===== src/rtl/pe_lsu_if.sv =====
// TCDM-style req/gnt/rvalid memory port between a PE load/store unit (master)
// and the tile memory interconnect (slave).
interface pe_lsu_if;
    logic        data_req_o;
    logic        data_gnt_i;
    logic [31:0] data_addr_o;
    logic        data_we_o;
    logic [3:0]  data_be_o;
    logic [31:0] data_wdata_o;
    logic        data_rvalid_i;
    logic [31:0] data_rdata_i;

    modport master (
        output data_req_o, data_addr_o, data_we_o, data_be_o, data_wdata_o,
        input  data_gnt_i, data_rvalid_i, data_rdata_i
    );

    modport slave (
        input  data_req_o, data_addr_o, data_we_o, data_be_o, data_wdata_o,
        output data_gnt_i, data_rvalid_i, data_rdata_i
    );
endinterface


===== src/rtl/pe_lsu.sv =====
// Per-PE load/store unit: LOAD/STORE opcodes -> one TCDM transaction each.
// Optional macro LSU_TIMEOUT_EN adds a REQ/WAIT_RV watchdog and a sticky lsu_err_o.
module pe_lsu #(
    parameter int DWIDTH  = 32,
    parameter int TIMEOUT = 255
) (
    input  logic              Clk,
    input  logic              Reset,
    input  logic              Exec_En_Global,
    input  logic              LSU_En,
    input  logic [4:0]        Opcode,
    input  logic [31:0]       Addr_In,
    input  logic [31:0]       Offset_In,
    input  logic [DWIDTH-1:0] Store_Data_In,
    pe_lsu_if.master          bus,
    output logic [31:0]       load_data_o,
    output logic              data_req_valid_o,
    output logic              lsu_busy_o,
    output logic              lsu_err_o
);
    localparam logic [4:0] OP_LOAD  = 5'b00111;
    localparam logic [4:0] OP_STORE = 5'b01000;

    typedef enum logic [1:0] {IDLE, REQ, WAIT_RV} state_e;

    state_e      state_q, state_d;
    logic        req_q, req_d;
    logic        we_q, we_d;
    logic        vld_q, vld_d;
    logic [31:0] addr_q, addr_d;
    logic [31:0] wdata_q, wdata_d;
    logic [31:0] ldata_q, ldata_d;
    logic [31:0] sum;
    logic        accept;

    assign sum    = Addr_In + Offset_In;
    assign accept = LSU_En && Exec_En_Global && (Opcode == OP_LOAD || Opcode == OP_STORE);

`ifdef LSU_TIMEOUT_EN
    localparam int CW = (TIMEOUT < 1) ? 1 : $clog2(TIMEOUT + 1);
    logic [CW-1:0] cnt_q, cnt_d;
    logic          err_q, err_d;
    logic          expire;

    // Abort on the edge where the counter would reach TIMEOUT.
    assign expire = (cnt_q == CW'(TIMEOUT - 1));
`endif

    always_comb begin
        state_d = state_q;
        req_d   = req_q;
        we_d    = we_q;
        addr_d  = addr_q;
        wdata_d = wdata_q;
        ldata_d = ldata_q;
        vld_d   = 1'b0;
`ifdef LSU_TIMEOUT_EN
        cnt_d   = cnt_q;
        err_d   = err_q;
`endif
        unique case (state_q)
            IDLE: begin
                if (accept) begin
                    addr_d  = {sum[31:2], 2'b00};
                    we_d    = (Opcode == OP_STORE);
                    wdata_d = 32'(Store_Data_In);
                    req_d   = 1'b1;
                    state_d = REQ;
`ifdef LSU_TIMEOUT_EN
                    cnt_d   = '0;
`endif
                end
            end
            REQ: begin
                if (bus.data_gnt_i) begin
                    req_d   = 1'b0;
                    state_d = WAIT_RV;
`ifdef LSU_TIMEOUT_EN
                    cnt_d   = '0;
                end else if (expire) begin
                    req_d   = 1'b0;
                    state_d = IDLE;
                    err_d   = 1'b1;
                    if (!we_q) begin
                        ldata_d = '0;
                        vld_d   = 1'b1;
                    end
                end else begin
                    cnt_d   = cnt_q + CW'(1);
`endif
                end
            end
            WAIT_RV: begin
                if (bus.data_rvalid_i) begin
                    state_d = IDLE;
                    if (!we_q) begin
                        ldata_d = 32'(bus.data_rdata_i[DWIDTH-1:0]);
                        vld_d   = 1'b1;
                    end
`ifdef LSU_TIMEOUT_EN
                end else if (expire) begin
                    state_d = IDLE;
                    err_d   = 1'b1;
                    if (!we_q) begin
                        ldata_d = '0;
                        vld_d   = 1'b1;
                    end
                end else begin
                    cnt_d   = cnt_q + CW'(1);
`endif
                end
            end
            default: state_d = IDLE;
        endcase
    end

    always_ff @(posedge Clk) begin
        if (Reset) begin
            state_q <= IDLE;
            req_q   <= 1'b0;
            we_q    <= 1'b0;
            addr_q  <= '0;
            wdata_q <= '0;
            ldata_q <= '0;
            vld_q   <= 1'b0;
`ifdef LSU_TIMEOUT_EN
            cnt_q   <= '0;
            err_q   <= 1'b0;
`endif
        end else begin
            state_q <= state_d;
            req_q   <= req_d;
            we_q    <= we_d;
            addr_q  <= addr_d;
            wdata_q <= wdata_d;
            ldata_q <= ldata_d;
            vld_q   <= vld_d;
`ifdef LSU_TIMEOUT_EN
            cnt_q   <= cnt_d;
            err_q   <= err_d;
`endif
        end
    end

    assign bus.data_req_o   = req_q;
    assign bus.data_addr_o  = addr_q;
    assign bus.data_we_o    = we_q;
    assign bus.data_be_o    = 4'b1111;
    assign bus.data_wdata_o = wdata_q;
    assign load_data_o      = ldata_q;
    assign data_req_valid_o = vld_q;
    assign lsu_busy_o       = (state_q != IDLE);
`ifdef LSU_TIMEOUT_EN
    assign lsu_err_o        = err_q;
`else
    assign lsu_err_o        = 1'b0;
`endif
endmodule


===== src/flat_wrapper.sv =====
// flat-port wrapper written by rule: the top's interface ports become plain ports
module pe_lsu_flat 
#(
    parameter int DWIDTH  = 32,
    parameter int TIMEOUT = 255
)
  (Clk, Reset, Exec_En_Global, LSU_En, Opcode, Addr_In, Offset_In, Store_Data_In, load_data_o, data_req_valid_o, lsu_busy_o, lsu_err_o, bus_data_req_o, bus_data_addr_o, bus_data_we_o, bus_data_be_o, bus_data_wdata_o, bus_data_gnt_i, bus_data_rvalid_i, bus_data_rdata_i);
  pe_lsu_if bus_i ();
  input  logic Clk;
  input  logic Reset;
  input  logic Exec_En_Global;
  input  logic LSU_En;
  input  logic [4:0] Opcode;
  input  logic [31:0] Addr_In;
  input  logic [31:0] Offset_In;
  input  logic [DWIDTH-1:0] Store_Data_In;
  output logic [31:0] load_data_o;
  output logic data_req_valid_o;
  output logic lsu_busy_o;
  output logic lsu_err_o;
  output wire logic [$bits(bus_i.data_req_o)-1:0] bus_data_req_o;
  output wire logic [$bits(bus_i.data_addr_o)-1:0] bus_data_addr_o;
  output wire logic [$bits(bus_i.data_we_o)-1:0] bus_data_we_o;
  output wire logic [$bits(bus_i.data_be_o)-1:0] bus_data_be_o;
  output wire logic [$bits(bus_i.data_wdata_o)-1:0] bus_data_wdata_o;
  input wire logic [$bits(bus_i.data_gnt_i)-1:0] bus_data_gnt_i;
  input wire logic [$bits(bus_i.data_rvalid_i)-1:0] bus_data_rvalid_i;
  input wire logic [$bits(bus_i.data_rdata_i)-1:0] bus_data_rdata_i;
  assign bus_data_req_o = bus_i.data_req_o;
  assign bus_data_addr_o = bus_i.data_addr_o;
  assign bus_data_we_o = bus_i.data_we_o;
  assign bus_data_be_o = bus_i.data_be_o;
  assign bus_data_wdata_o = bus_i.data_wdata_o;
  assign bus_i.data_gnt_i = bus_data_gnt_i;
  assign bus_i.data_rvalid_i = bus_data_rvalid_i;
  assign bus_i.data_rdata_i = bus_data_rdata_i;
  pe_lsu #(.DWIDTH(DWIDTH), .TIMEOUT(TIMEOUT)) u_core (.Clk(Clk), .Reset(Reset), .Exec_En_Global(Exec_En_Global), .LSU_En(LSU_En), .Opcode(Opcode), .Addr_In(Addr_In), .Offset_In(Offset_In), .Store_Data_In(Store_Data_In), .bus(bus_i), .load_data_o(load_data_o), .data_req_valid_o(data_req_valid_o), .lsu_busy_o(lsu_busy_o), .lsu_err_o(lsu_err_o));
endmodule

===== config.mk =====
export PLATFORM = sky130hd
export DESIGN_NAME = pe_lsu_flat
export DESIGN_NICKNAME = d
export VERILOG_FILES = /design/src/rtl/pe_lsu_if.sv /design/src/rtl/pe_lsu.sv /design/src/flat_wrapper.sv
export SDC_FILE = /design/constraint.sdc
export NUM_CORES = 1
export LEC_CHECK = 0
export ABC_AREA = 1
export BUFFER_PORTS_ARGS = -buffer_cell sky130_fd_sc_hd__clkbuf_2
export CORE_MARGIN = 2
export CORE_UTILIZATION = 49
export DETAILED_ROUTE_END_ITERATION = 6
export GPL_TIMING_DRIVEN = 0
export PLACE_DENSITY = 0.81
export SYNTH_ARGS = -nofsm -noshare
export SYNTH_HDL_FRONTEND = slang
export SYNTH_SLANG_ARGS = --single-unit

===== constraint.sdc =====
create_clock -name Clk -period 2.01 [get_ports Clk]
set_input_delay 0.201 -clock Clk [delete_from_list [all_inputs] [get_ports Clk]]
set_output_delay 0.201 -clock Clk [all_outputs]
set_load 0.005 [all_outputs]

Word level (Yosys, flattened, before mapping) --
Index checks and enable logic that the tools add are counted.
Word-level totals: input bits 139, logic and storage cells 37, output and inout bits 105, register bits 99
Operators by class: bitwise logic cells 3, reduce and logical (&&, ||, !) cells 11, add/sub/neg operators 1, mux-type cells 8, eq/ne operators 7
Operator list (number):
- adder 32 bit | 1
- AND reduction 3 bit | 3
- two-way mux 2 bit | 3
- one-hot mux 2 bit (3 select lines) | 1
- == test 5 x 3 -> 1 bit (second input constant) | 1
- == test 5 x 4 -> 1 bit (second input constant) | 1
- inequality test 2 bit (second input constant) | 2
- nonzero test 2 bit | 2
- two-way mux 1 bit | 3
- NOT 1 bit | 3
- OR reduction 3 bit | 1
- == test 2 x 1 -> 1 bit (second input constant) | 1
- == test 2 bit (second input constant) | 1
- logical AND 1 bit | 2
- logical NOT 2 bit | 1
- inequality test 2 x 1 -> 1 bit (second input constant) | 1
- one-hot mux 1 bit (2 select lines) | 1
- AND reduction 2 bit | 1
- logical OR 1 bit | 1

Longest topological paths before layout --
Gate-level depths: netlist of the first run.
word-level depth 5, gate-level depth with buffers 14, mapped depth without buffers 14

Worst setup path after synthesis of the first run --
No wires, ideal clock.
path kind input -> register, start input Addr_In[21], end register u_core.addr_q[31] (netlist: u_core.bus.data_addr_o[31]), arrival time 1.342 ns, cell stages on the path 11, buffers on the path 0, data required time 1.893 ns, library setup time 0.117 ns, slack 0.551 ns, cell sequence ha_1 nand2_2 nor2_2 inv_1 nor3_2 and2_1 nand2_1 nand3_1 nand2_1 nor2_1 nor2_1
Between the ends: longest elaborated chain between the ends 1
RTL lines:
- from (decl) | RTL line flat_wrapper.sv:14 | input logic [31:0] Addr_In;
- adder 32 bit | RTL line pe_lsu.sv:36 | assign sum = Addr_In + Offset_In;
- to (signal assigned) | RTL line pe_lsu.sv:134 | addr_q <= addr_d;
- to (decl) | RTL line pe_lsu.sv:30 | logic [31:0] addr_q, addr_d;
No other way between the ends. A chain may end at the register's enable or synchronous reset.

Worst setup path after layout of the first run --
start input Addr_In[12], end register u_core.addr_q[21] (netlist: u_core.bus.data_addr_o[21])
Same word-level chain as after synthesis.

==> summary.txt, run 1 <==
Run status
  – Run status: finished, final reports clean

Global route
  – Gr usage total: 25.2%
  – Largest net degree at the start of global routing: 18
  – Antenna violations before repair: 0
  – First-pass GRT wire length: ~27000 µm
  – Via count of the first global-routing pass: about 5900
  – Remaining Overflow, GRT: 0

Pwr
  – Total Power: approximately 4.6 mW
  – Lkg Pwr: ~4.4 nW
  – Maximum ir drop on the vdd rail: between 500 and 600 µV
  – Power density over the cells: just under 600 nW/µm²

Yosys
  – Combinational family with the most area after synthesis: simple AND/OR/NAND/NOR gates
  – Part of the Yosys area used for sequential elements: 32.8%
  – Seq cells post-synth: between 90 and 100
  – Syn avg cell area: 6.31 µm²
  – Post-synthesis instance total: ~960
  – Post-Synth Simple-Gate Area: about a third
  – Mux share of post-synthesis cell area: 0%
  – Library cells used by synthesis: 32
  – Post-synthesis share of cell area spent on full adders, half adders and majority gates: 6.21%
  – Synthesized-area fraction occupied by xor and xnor cells: roughly 2.2%
  – Summed instance area of the synthesized netlist: 6040 µm²
  – Number of synthesis warnings: 0
  – Post-synthesis compound-gate area fraction: 13.6%

CTS
  – Number of buffers between clock root and the deepest sink: 2
  – Clock transition at path regs: about 70 ps
  – Total CTS buffers: 9
  – Number of buffers added to fix hold violations after cts: 0
  – H-Tree Level Count: 3
  – Root Buffer: clkbuf_16
  – Number of gates resized after cts: 0
  – Number of sinks handled by clock tree synthesis: 99
  – Clock latency reported for the late side of the worst-skew pair: between 300 and 400 ps
  – TritonCTS clock tree: yes
  – Post-CTS setup buffer count: 0

Timing
  – Setup repair after global routing missed its margin: no
  – Number of failing setup endpoints in the final timing report: 0
  – Fin. max-slew vios: 0
  – Worst setup skew after layout: ~3.2 ps
  – Tightest Pin Transition: 552 ps
  – Peak clock frequency supported by timing: ~600 MHz
  – Headroom to the max-slew limit: 63.2%
  – Worst-case hold slack: approximately 86 ps
  – Final Hold Fails: 0
  – Total negative setup slack: 0 ps
  – Minimum clock period: 1640 ps
  – Final critical-path setup slack: ~370 ps
  – Share of the cycle needed by the critical path after routing: between 80% and 90%

Critical path
  – Cell with the largest stage delay on the worst path: ha_1
  – Arr. time, crit path: 1870 ps
  – Required time at the worst-slack endpoint: 2250 ps
  – Crit path largest cell delay: between 300 and 400 ps
  – Worst setup EP type: register
  – Count of buffer and inverter cells on the critical path: 2
  – Crit-path cells: clkbuf_2 > ha_1 > nand2_1 > nor2_1 > and3_1 > nand2_1 > nand2_1 > nand2_1 > nand3_1 > nand3_1 > nand2_1 > inv_1
  – Worst Path Class, Setup: in -> reg
  – Kind of cell adding the most delay to the critical path: simple AND/OR/NAND/NOR gates
  – Startpoint types: primary input
  – Maximum fanout count along the critical path: 4
  – Worst path most repeated cell: nand2_1

Finish
  – Non-Filler Instances: roughly 1400
  – Fraction of layout cells with a size suffix above 1: 24.7%
  – Post-layout nets: roughly 1400
  – Number of fillers in the final layout: 1182
  – Antenna cells: 0
  – Layout-stage area growth over the synthesis result: 27.7%

Routing
  – Initial DRC count: between 400 and 500
  – Wirelength per Cell: approximately 12 µm
  – Via-per-instance ratio: a little under 5
  – DRT Pass-1 Iters: 5
  – Residual DRC: 0
  – Routed WL: between 15000 and 20000 µm
  – Antenna Nets Post-Route: 0
  – Via Count: 6572

Worst hold path
  – Worst min path class: in -> reg

Placement
  – Pre-CTS setup slack: about 100 ps
  – Port buffer count: around 240
  – Placer's final routability congestion estimate: 0.939
  – Detailed placement HPWL: 14000 µm
  – Number of placed cells counting well taps: roughly 1300

Flow run
  – Count of max-cap constraint violations: 0

Die
  – Total number of placement rows: 40
  – Horiz. Die Dim: around 120 µm
  – Core outline area: ~12000 µm²
  – Starting density of the core: 50.3%
  – Die outline area: 13200 µm²
  – Die extent in y: between 100 and 150 µm
  – # IOs: between 200 and 250
==> cells in the final DEF, fill, tap and decap left out, types with 3 or more instances in the layout <==
| cell type | instances |
|---|---|
| nand3_1 | 35 |
| buf_4 | 8 |
| o21bai_1 | 7 |
| nor3_2 | 3 |
| nand4_1 | 4 |
| nor2_1 | 113 |
| clkbuf_2 | 235 |
| o21ai_0 | 52 |
| xor2_1 | 9 |
| nand3b_1 | 3 |
| o21a_1 | 18 |
| a21oi_1 | 56 |
| clkbuf_1 | 15 |
| clkbuf_16 | 9 |
| a21oi_2 | 9 |
| dfxtp_1 | 99 |
| buf_6 | 5 |
| buf_2 | 7 |
| inv_1 | 149 |
| nand2_1 | 304 |
| conb_1 | 7 |
| nand2_2 | 11 |
| xnor2_1 | 6 |
| ha_1 | 30 |
==> area by class of cell <==
type / instances / area (µm²) / area share, %
multi-input cells: 676 / 3300 / 42.7
flip-flops and latches: 99 / 1980 / 25.7
repair buffers: 235 / 1180 / 15.2
inverters: 152 / 571 / 7.39
clock buffers: 11 / 253 / 3.27
plain buffers: 36 / 211 / 2.74
well taps: 147 / 184 / 2.38
clock inverters: 5 / 45.0 / 0.584
==> registers in the layout (all words and copies together) (netlist names) <==
signal	cells
u_core.bus.data_wdata_o	32
u_core.load_data_o	32
u_core.bus.data_addr_o	30
u_core.state_q	2
u_core.bus.data_req_o	1
u_core.bus.data_we_o	1
u_core.data_req_valid_o	1
==> cells in the mapped netlist <==
cell type | instances | area share (%)
buf_2 | 7 | 0.58
inv_2 | 2 | 0.12
o21ai_0 | 52 | 4.3
inv_1 | 149 | 9.3
nor3_2 | 3 | 0.50
buf_6 | 5 | 0.93
o21ai_2 | 1 | 0.14
xor2_1 | 9 | 1.3
clkbuf_1 | 15 | 0.93
nand2_1 | 304 | 19
conb_1 | 2 | 0.12
nand3b_1 | 3 | 0.37
buf_1 | 1 | 0.062
nand3_1 | 35 | 2.9
nor2_1 | 113 | 7.0
a21oi_2 | 9 | 1.3
dfxtp_1 | 99 | 33
o21bai_1 | 7 | 0.87
nand4_1 | 4 | 0.41
ha_1 | 30 | 6.2
xnor2_1 | 6 | 0.87
nand3_4 | 1 | 0.29
and3_1 | 2 | 0.21
a21o_1 | 1 | 0.12
a21oi_1 | 56 | 4.6
nor2_2 | 2 | 0.21
o21a_1 | 18 | 2.2
clkinv_1 | 1 | 0.062
and2_1 | 1 | 0.10
nand2_2 | 11 | 1.1
buf_4 | 8 | 0.99
nor3_1 | 1 | 0.083
==> cells by family (layout without fill, tap and decap cells) <==
family | Yosys count | count (layout)
AOI/OAI and AO/OA | 144 | 144
buffers and inverters | 188 | 439
adders and majority gates | 30 | 30
xor gates and xnor gates | 15 | 15
DFF | 99 | 99
and+or+nand+nor | 480 | 480
other | 2 | 7
==> final timing paths <==
path / from / end / slack, ps / depth (start not counted)
setup reg to reg: u_core.state_q[0] / u_core.bus.data_addr_o[27] / 550 / 8
hold reg to reg: u_core.bus.data_wdata_o[14] / u_core.bus.data_wdata_o[14] / 460 / 2
hold / removal: Store_Data_In[4] / u_core.bus.data_wdata_o[4] / 90 / 3
setup / recovery: Addr_In[12] / u_core.bus.data_addr_o[21] / 370 / 12
==> worst reg2reg max path, stage by stage, from the launching register on <==
cell and delay, ps:
dfxtp_1 330, nor2_1 220, nand3_4 160, inv_2 120, buf_6 160, buf_6 180
nand3_1 90, nand2_1 60, inv_1 30
==> report_power, final <==
part	internal, mW	leakage, nW	switching, mW
combinational	0.372	3.42	0.567
sequential	1.98	0.798	0.00923
clock	0.924	0.144	0.753
total	3.27	4.36	1.33
==> per-stage QoR <==
stage	cell area [µm²]	util (%)
after floorplan	6060	-
after global placement	7420	61.8
after detailed placement	7420	61.8
after CTS	7720	64.3
after global routing	7720	64.3
final	7720	64.3
==> per-layer routing <==
metal | up-vias | global-route usage [%] | routed length (µm)
met5 | - | 0 | 0
met4 | 0 | 7.87 | 395
met3 | 27 | 6.06 | 1320
met2 | 228 | 44.4 | 8030
met1 | 2870 | 30.4 | 7120
li1 | 3447 | - | -
(Power assumes the default switching activity.)
==> run 2: changes to the inputs <==
CORE_UTILIZATION = 45   (was 49)
PLACE_DENSITY = 0.78   (was 0.81)
clock period = 1.5 ns   (was 2.01 ns; I/O delays follow)
==> run 2 against run 1 <==
Net effect:
- first-iteration DRC count down 22%
- sequential power grew 34%
- register-to-register slack worse by 460 ps
- highest routed layer unchanged
- final cell count up 2.3%
- die area is 8.6% higher
- sequential share of layout area is 0.79 points lower
- clock-buffer cell count is 2 lower
- largest power group is now clock
- clock power is 64% higher
- non-clock buffer count is 2 higher
- total power up 46%
- global-route usage decreased by 0.96 points
==> summary.txt, run 2 (synthesized netlist as in run 1, its figures left out) <==
Run status
  – Run status: finished, final reports clean

Timing
  – Worst-case hold slack: roughly 24 ps
  – Tightest Pin Transition: 556 ps
  – Setup repair after global routing missed its margin: yes
  – Fin. max-slew vios: 0
  – Minimum clock period: 1410 ps
  – Peak clock frequency supported by timing: about 700 MHz
  – Final Hold Fails: 0
  – Total negative setup slack: 0 ps
  – Final critical-path setup slack: ~90 ps
  – Number of failing setup endpoints in the final timing report: 0
  – Share of the cycle needed by the critical path after routing: between 90% and 100%
  – Worst setup skew after layout: between 6 and 7 ps
  – Headroom to the max-slew limit: between 60 and 70%

Critical path
  – Kind of cell adding the most delay to the critical path: simple AND/OR/NAND/NOR gates
  – Setup slack of the most critical reg-to-reg path: 90 ps
  – Required time at the worst-slack endpoint: approximately 1700 ps
  – Maximum fanout count along the critical path: 10
  – Worst setup EP type: register
  – Worst Path Class, Setup: reg -> reg
  – Startpoint types: register
  – Count of buffer and inverter cells on the critical path: 2
  – Arr. time, crit path: roughly 1600 ps
  – Crit-path cells: inv_1 > nor2_1 > nand3_2 > buf_2 > o21ai_0 > nor2_1
  – Crit path largest cell delay: approximately 340 ps
  – Worst path most repeated cell: nor2_1
  – Cell with the largest stage delay on the worst path: dfxtp_1

Die
  – Horiz. Die Dim: between 100 and 150 µm
  – # IOs: between 200 and 250
  – Die extent in y: between 100 and 150 µm
  – Core outline area: ~13000 µm²
  – Starting density of the core: ~46%
  – Total number of placement rows: 42
  – Die outline area: around 14000 µm²

Routing
  – Via-per-instance ratio: 4.75
  – Antenna Nets Post-Route: 0
  – Routed WL: about 18000 µm
  – Initial DRC count: 363
  – Wirelength per Cell: about 13 µm
  – Residual DRC: 0
  – Via Count: about 6600
  – DRT Pass-1 Iters: 5

Pwr
  – Switching share of power: ~28%
  – Clock Power Share: 40.9%
  – Maximum ir drop on the vdd rail: about 520 µV
  – Combinational share of power: just under 20%
  – Power density over the cells: ~850 nW/µm²
  – Sequential power share: between 30% and 40%
  – Int Pwr: between 4 and 5 mW
  – Lkg Pwr: approximately 4.4 nW
  – Net Sw Power: between 1.5 and 2 mW

Worst hold path
  – Worst min path class: in -> reg

Global route
  – Gr usage total: approximately a quarter
  – Antenna violations before repair: 0
  – Remaining Overflow, GRT: 0
  – Via count of the first global-routing pass: approximately 6000
  – Largest net degree at the start of global routing: 19
  – First-pass GRT wire length: 28000 µm

Finish
  – Share of the core filled with cells: around 60%
  – Antenna cells: 0
  – Fraction of layout cells with a size suffix above 1: 27.7%
  – Area of all placed cells without fillers: ~8000 µm²
  – Post-layout nets: 1380
  – Commonest cells after routing, fill and taps aside: nand2_1 (296), clkbuf_2 (237), inv_1 (148), nor2_1 (107), dfxtp_1 (99)
  – Most common cell after layout, fill and taps aside: nand2_1
  – Layout-stage area growth over the synthesis result: 31.8%

CTS
  – Total CTS buffers: 9
  – Clock latency reported for the late side of the worst-skew pair: roughly 350 ps
  – H-Tree Level Count: 3
  – TritonCTS clock tree: yes
  – Root Buffer: clkbuf_16
  – Number of buffers between clock root and the deepest sink: 2
  – Number of sinks handled by clock tree synthesis: 99
  – Clock transition at path regs: ~70 ps

Placement
  – Pre-CTS setup slack: -326 ps
  – Detailed placement HPWL: roughly 14000 µm
  – Placer's final routability congestion estimate: a little over 0.9
  – Area after detailed placement: between 7000 and 8000 µm²
  – Port buffer count: roughly 240

Flow run
  – Count of max-cap constraint violations: 0
## run 2: cell types whose count changed in the layout (fill, tap and decap cells not counted), sizes merged
cell	before	now
bufinv	0	3
buf	21	22
clkbuf	261	260
clkinv	3	2
## run 2: cell type report
type                       instances  area [µm²]
tap                              176         220
multi-input combinational        676        3420
fill                            1307        5230
buffer                            36         220
sequential                        99        1980
clock inverter                     7         134
clock buffer                       9         225
timing repair buffer             237        1190
inverter                         152         571
## run 2: per-stage QoR
| step | power (mW) | std cells |
|---|---|---|
| floorplan | 3.54 | 963 |
| global placement | 3.95 | 1374 |
| detailed placement | 3.97 | 1374 |
| CTS | 6.72 | 1390 |
| global route | 7.06 | 1392 |
| finish | 6.74 | 1392 |
## run 2: worst paths after layout
kind	start	to	cells past startpoint
worst max-delay path	u_core.state_q[1]	u_core.load_data_o[8]	6
worst min-delay path	Store_Data_In[0]	u_core.bus.data_wdata_o[0]	3
worst min register to register	u_core.bus.data_wdata_o[20]	u_core.bus.data_wdata_o[20]	2
worst max register to register	u_core.state_q[1]	u_core.load_data_o[8]	6
## run 2: per-layer routing
metal  up-vias  global-route usage [%]  part of all wire, %  wire [µm]
met5         -                       0                    0          0
met4         0                    9.41                  3.0        530
met3        41                    4.52                  6.6       1180
met2       237                    42.3                   47       8420
met1      2876                    29.6                   43       7620
li1       3453                       -                    -          -
## run 2: tightest hold or removal path: stages
cell	delay [ps]
clkbuf_2	80
nand2_1	50
a21oi_1	50
## run 2: power by group through the flow
stage          Combinational [mW]  Sequential [mW]  Clock (mW)
3_5_place_dp                 1.24             2.72           0
6_report                     1.32             2.66        2.75
4_1_cts                      1.25             2.66        2.81
2_1_floorplan               0.814             2.72           0
3_3_place_gp                 1.23             2.72           0
5_1_grt                      1.49             2.66        2.91
## run 2: repair_timing
action	in CTS	in global routing
setup endpoints to repair	24	77
endpoints found under the hold margin	0	0
pin swaps	0	3
hold buffers	0	0
gates resized for setup	2	44
setup buffers	0	2
==> run 3: changes to the inputs <==
CORE_MARGIN = 10   (was 2)
==> run 3 against run 2 <==
Net effect:
- die area grew 28%
- sequential share of layout area grew 0.26 points
- register-to-register slack gained 30 ps
- critical path type is now in -> reg
- largest cell class unchanged
- largest power group is now registers
==> summary.txt, run 3 (synthesized netlist as in run 1, its figures left out) <==
Global route
  – Antenna violations before repair: 0
  – First-pass GRT wire length: about 30000 µm
  – Remaining Overflow, GRT: 0
  – Via count of the first global-routing pass: approximately 6000
  – Gr usage total: 20.1%
  – Largest net degree at the start of global routing: 20

Finish
  – Commonest cells after routing, fill and taps aside: nand2_1 (298), clkbuf_2 (237), inv_1 (148), nor2_1 (109), dfxtp_1 (99)
  – Total area of sequential cells: 1980 µm²
  – Number of fillers in the final layout: about 1300
  – Most common cell after layout, fill and taps aside: nand2_1
  – Fraction of layout cells with a size suffix above 1: approximately 27%
  – Layout-stage area growth over the synthesis result: 30.5%
  – Share of the core filled with cells: 59.8%
  – Post-layout nets: between 1000 and 1500
  – Area of combinational cells with multiple inputs: ~3400 µm²
  – Antenna cells: 0

Critical path
  – Arr. time, crit path: roughly 1800 ps
  – Worst R2R Path Depth: 8
  – Worst setup EP type: register
  – Reg-to-Reg Start: u_core.state_q[0]
  – Setup slack of the most critical reg-to-reg path: between 100 and 150 ps
  – Maximum fanout count along the critical path: 4
  – Startpoint types: primary input
  – Worst Path Class, Setup: in -> reg
  – Worst reg2reg endpoint: u_core.bus.data_addr_o[27]
  – Required time at the worst-slack endpoint: 1800 ps

Placement
  – Pre-CTS setup slack: -367 ps
  – Port buffer count: ~240
  – Placer's final routability congestion estimate: around 0.94
  – Detailed placement HPWL: about 16000 µm

Timing
  – Final Hold Fails: 0
  – Headroom to the max-slew limit: a little under two thirds
  – Tightest Pin Transition: approximately 540 ps
  – Worst setup skew after layout: approximately 5.2 ps
  – Setup repair after global routing missed its margin: yes
  – Minimum clock period: around 1500 ps
  – Share of the cycle needed by the critical path after routing: a little over nine tenths
  – Number of failing setup endpoints in the final timing report: 0
  – Final critical-path setup slack: around 49 ps
  – Peak clock frequency supported by timing: 689 MHz
  – Fin. max-slew vios: 0

Worst hold path
  – Worst Hold Path Cells: 3
  – Endpoint, Worst Hold: u_core.bus.data_wdata_o[18]
  – Worst min path class: in -> reg
  – Startpoint of the worst hold path: Store_Data_In[18]

Routing
  – Via-per-instance ratio: ~4.7
  – Routed WL: slightly below 20000 µm
  – Antenna Nets Post-Route: 0
  – DRT Pass-1 Iters: 7
  – Residual DRC: 0
  – Wirelength per Cell: between 10 and 15 µm
  – Via Count: between 6000 and 7000
  – Initial DRC count: roughly 350

Flow run
  – Count of max-cap constraint violations: 0

Die
  – Horiz. Die Dim: 136 µm
  – Total number of placement rows: 42
  – Starting density of the core: about 46%
  – Die outline area: 18500 µm²
  – # IOs: around 240
  – Core outline area: about 13000 µm²
  – Die extent in y: 136 µm

CTS
  – Clock transition at path regs: roughly 70 ps
  – Number of gates resized after cts: 0
  – Root Buffer: clkbuf_16
  – Post-CTS setup buffer count: 0
  – Number of sinks handled by clock tree synthesis: between 90 and 100
  – TritonCTS clock tree: yes
  – Clock latency reported for the late side of the worst-skew pair: 350 ps
  – Number of buffers between clock root and the deepest sink: 2
  – Number of buffers added to fix hold violations after cts: 0
  – H-Tree Level Count: 3
  – Total CTS buffers: 9

Pwr
  – Lkg Pwr: 4.35 nW
  – Maximum ir drop on the vdd rail: around 640 µV
  – Power density over the cells: 794 nW/µm²

Run status
  – Run status: finished, final reports clean
[run 3: worst max path at each step]
stage,start,to,depth (start not counted)
floorplan,Addr_In[21],u_core.bus.data_addr_o[31],11
global placement,Addr_In[12],u_core.bus.data_addr_o[29],12
detailed placement,Addr_In[12],u_core.bus.data_addr_o[29],12
CTS,u_core.state_q[0],u_core.bus.data_addr_o[27],8
global route,Addr_In[12],u_core.bus.data_addr_o[29],14
finish,Addr_In[12],u_core.bus.data_addr_o[15],11
[run 3: layout make-up]
class | count | area share (%)
clock inverters | 7 | 0.921
well taps | 176 | 2.79
plain buffers | 36 | 2.86
flip-flops and latches | 99 | 25.1
inverters | 152 | 7.24
multi-input cells | 676 | 43.3
clock buffers | 9 | 2.86
repair buffers | 235 | 14.9
[run 3: metal layers]
| layer | GRT usage [%] | vias to the layer above | wire (µm) |
|---|---|---|---|
| met5 | 0 | - | 0 |
| met4 | 6.09 | 0 | 415 |
| met3 | 7.01 | 26 | 1920 |
| met2 | 34.8 | 236 | 9550 |
| met1 | 22.8 | 2826 | 7750 |
| li1 | - | 3457 | - |
[run 3: report_power, final]
part / switching (mW) / total (mW) / internal [mW]
clock network: 1.11 / 2.29 / 1.17
registers: 0.0114 / 2.66 / 2.65
logic: 0.783 / 1.31 / 0.526
[run 3: critical path: stages]
cell and delay, ps:
clkbuf_2 80, ha_1 380, nand2_2 120, nor2_2 180, inv_1 80, nor2_1 130
nand2_1 70, nand2_1 110, xor2_1 280, o21bai_1 100, inv_1 60
[run 3: per-stage QoR]
stage	hold slack (ps)	cell area [µm²]	cells	total power, mW	TNS, ps
2_1_floorplan	286	6060	963	3.54	0
3_3_place_gp	380	7460	1374	3.95	-4510
3_5_place_dp	385	7460	1374	3.96	-5070
4_1_cts	9.22	7750	1390	6.27	0
5_1_grt	12.3	7880	1390	6.60	-70.9
6_report	22.0	7880	1390	6.26	0
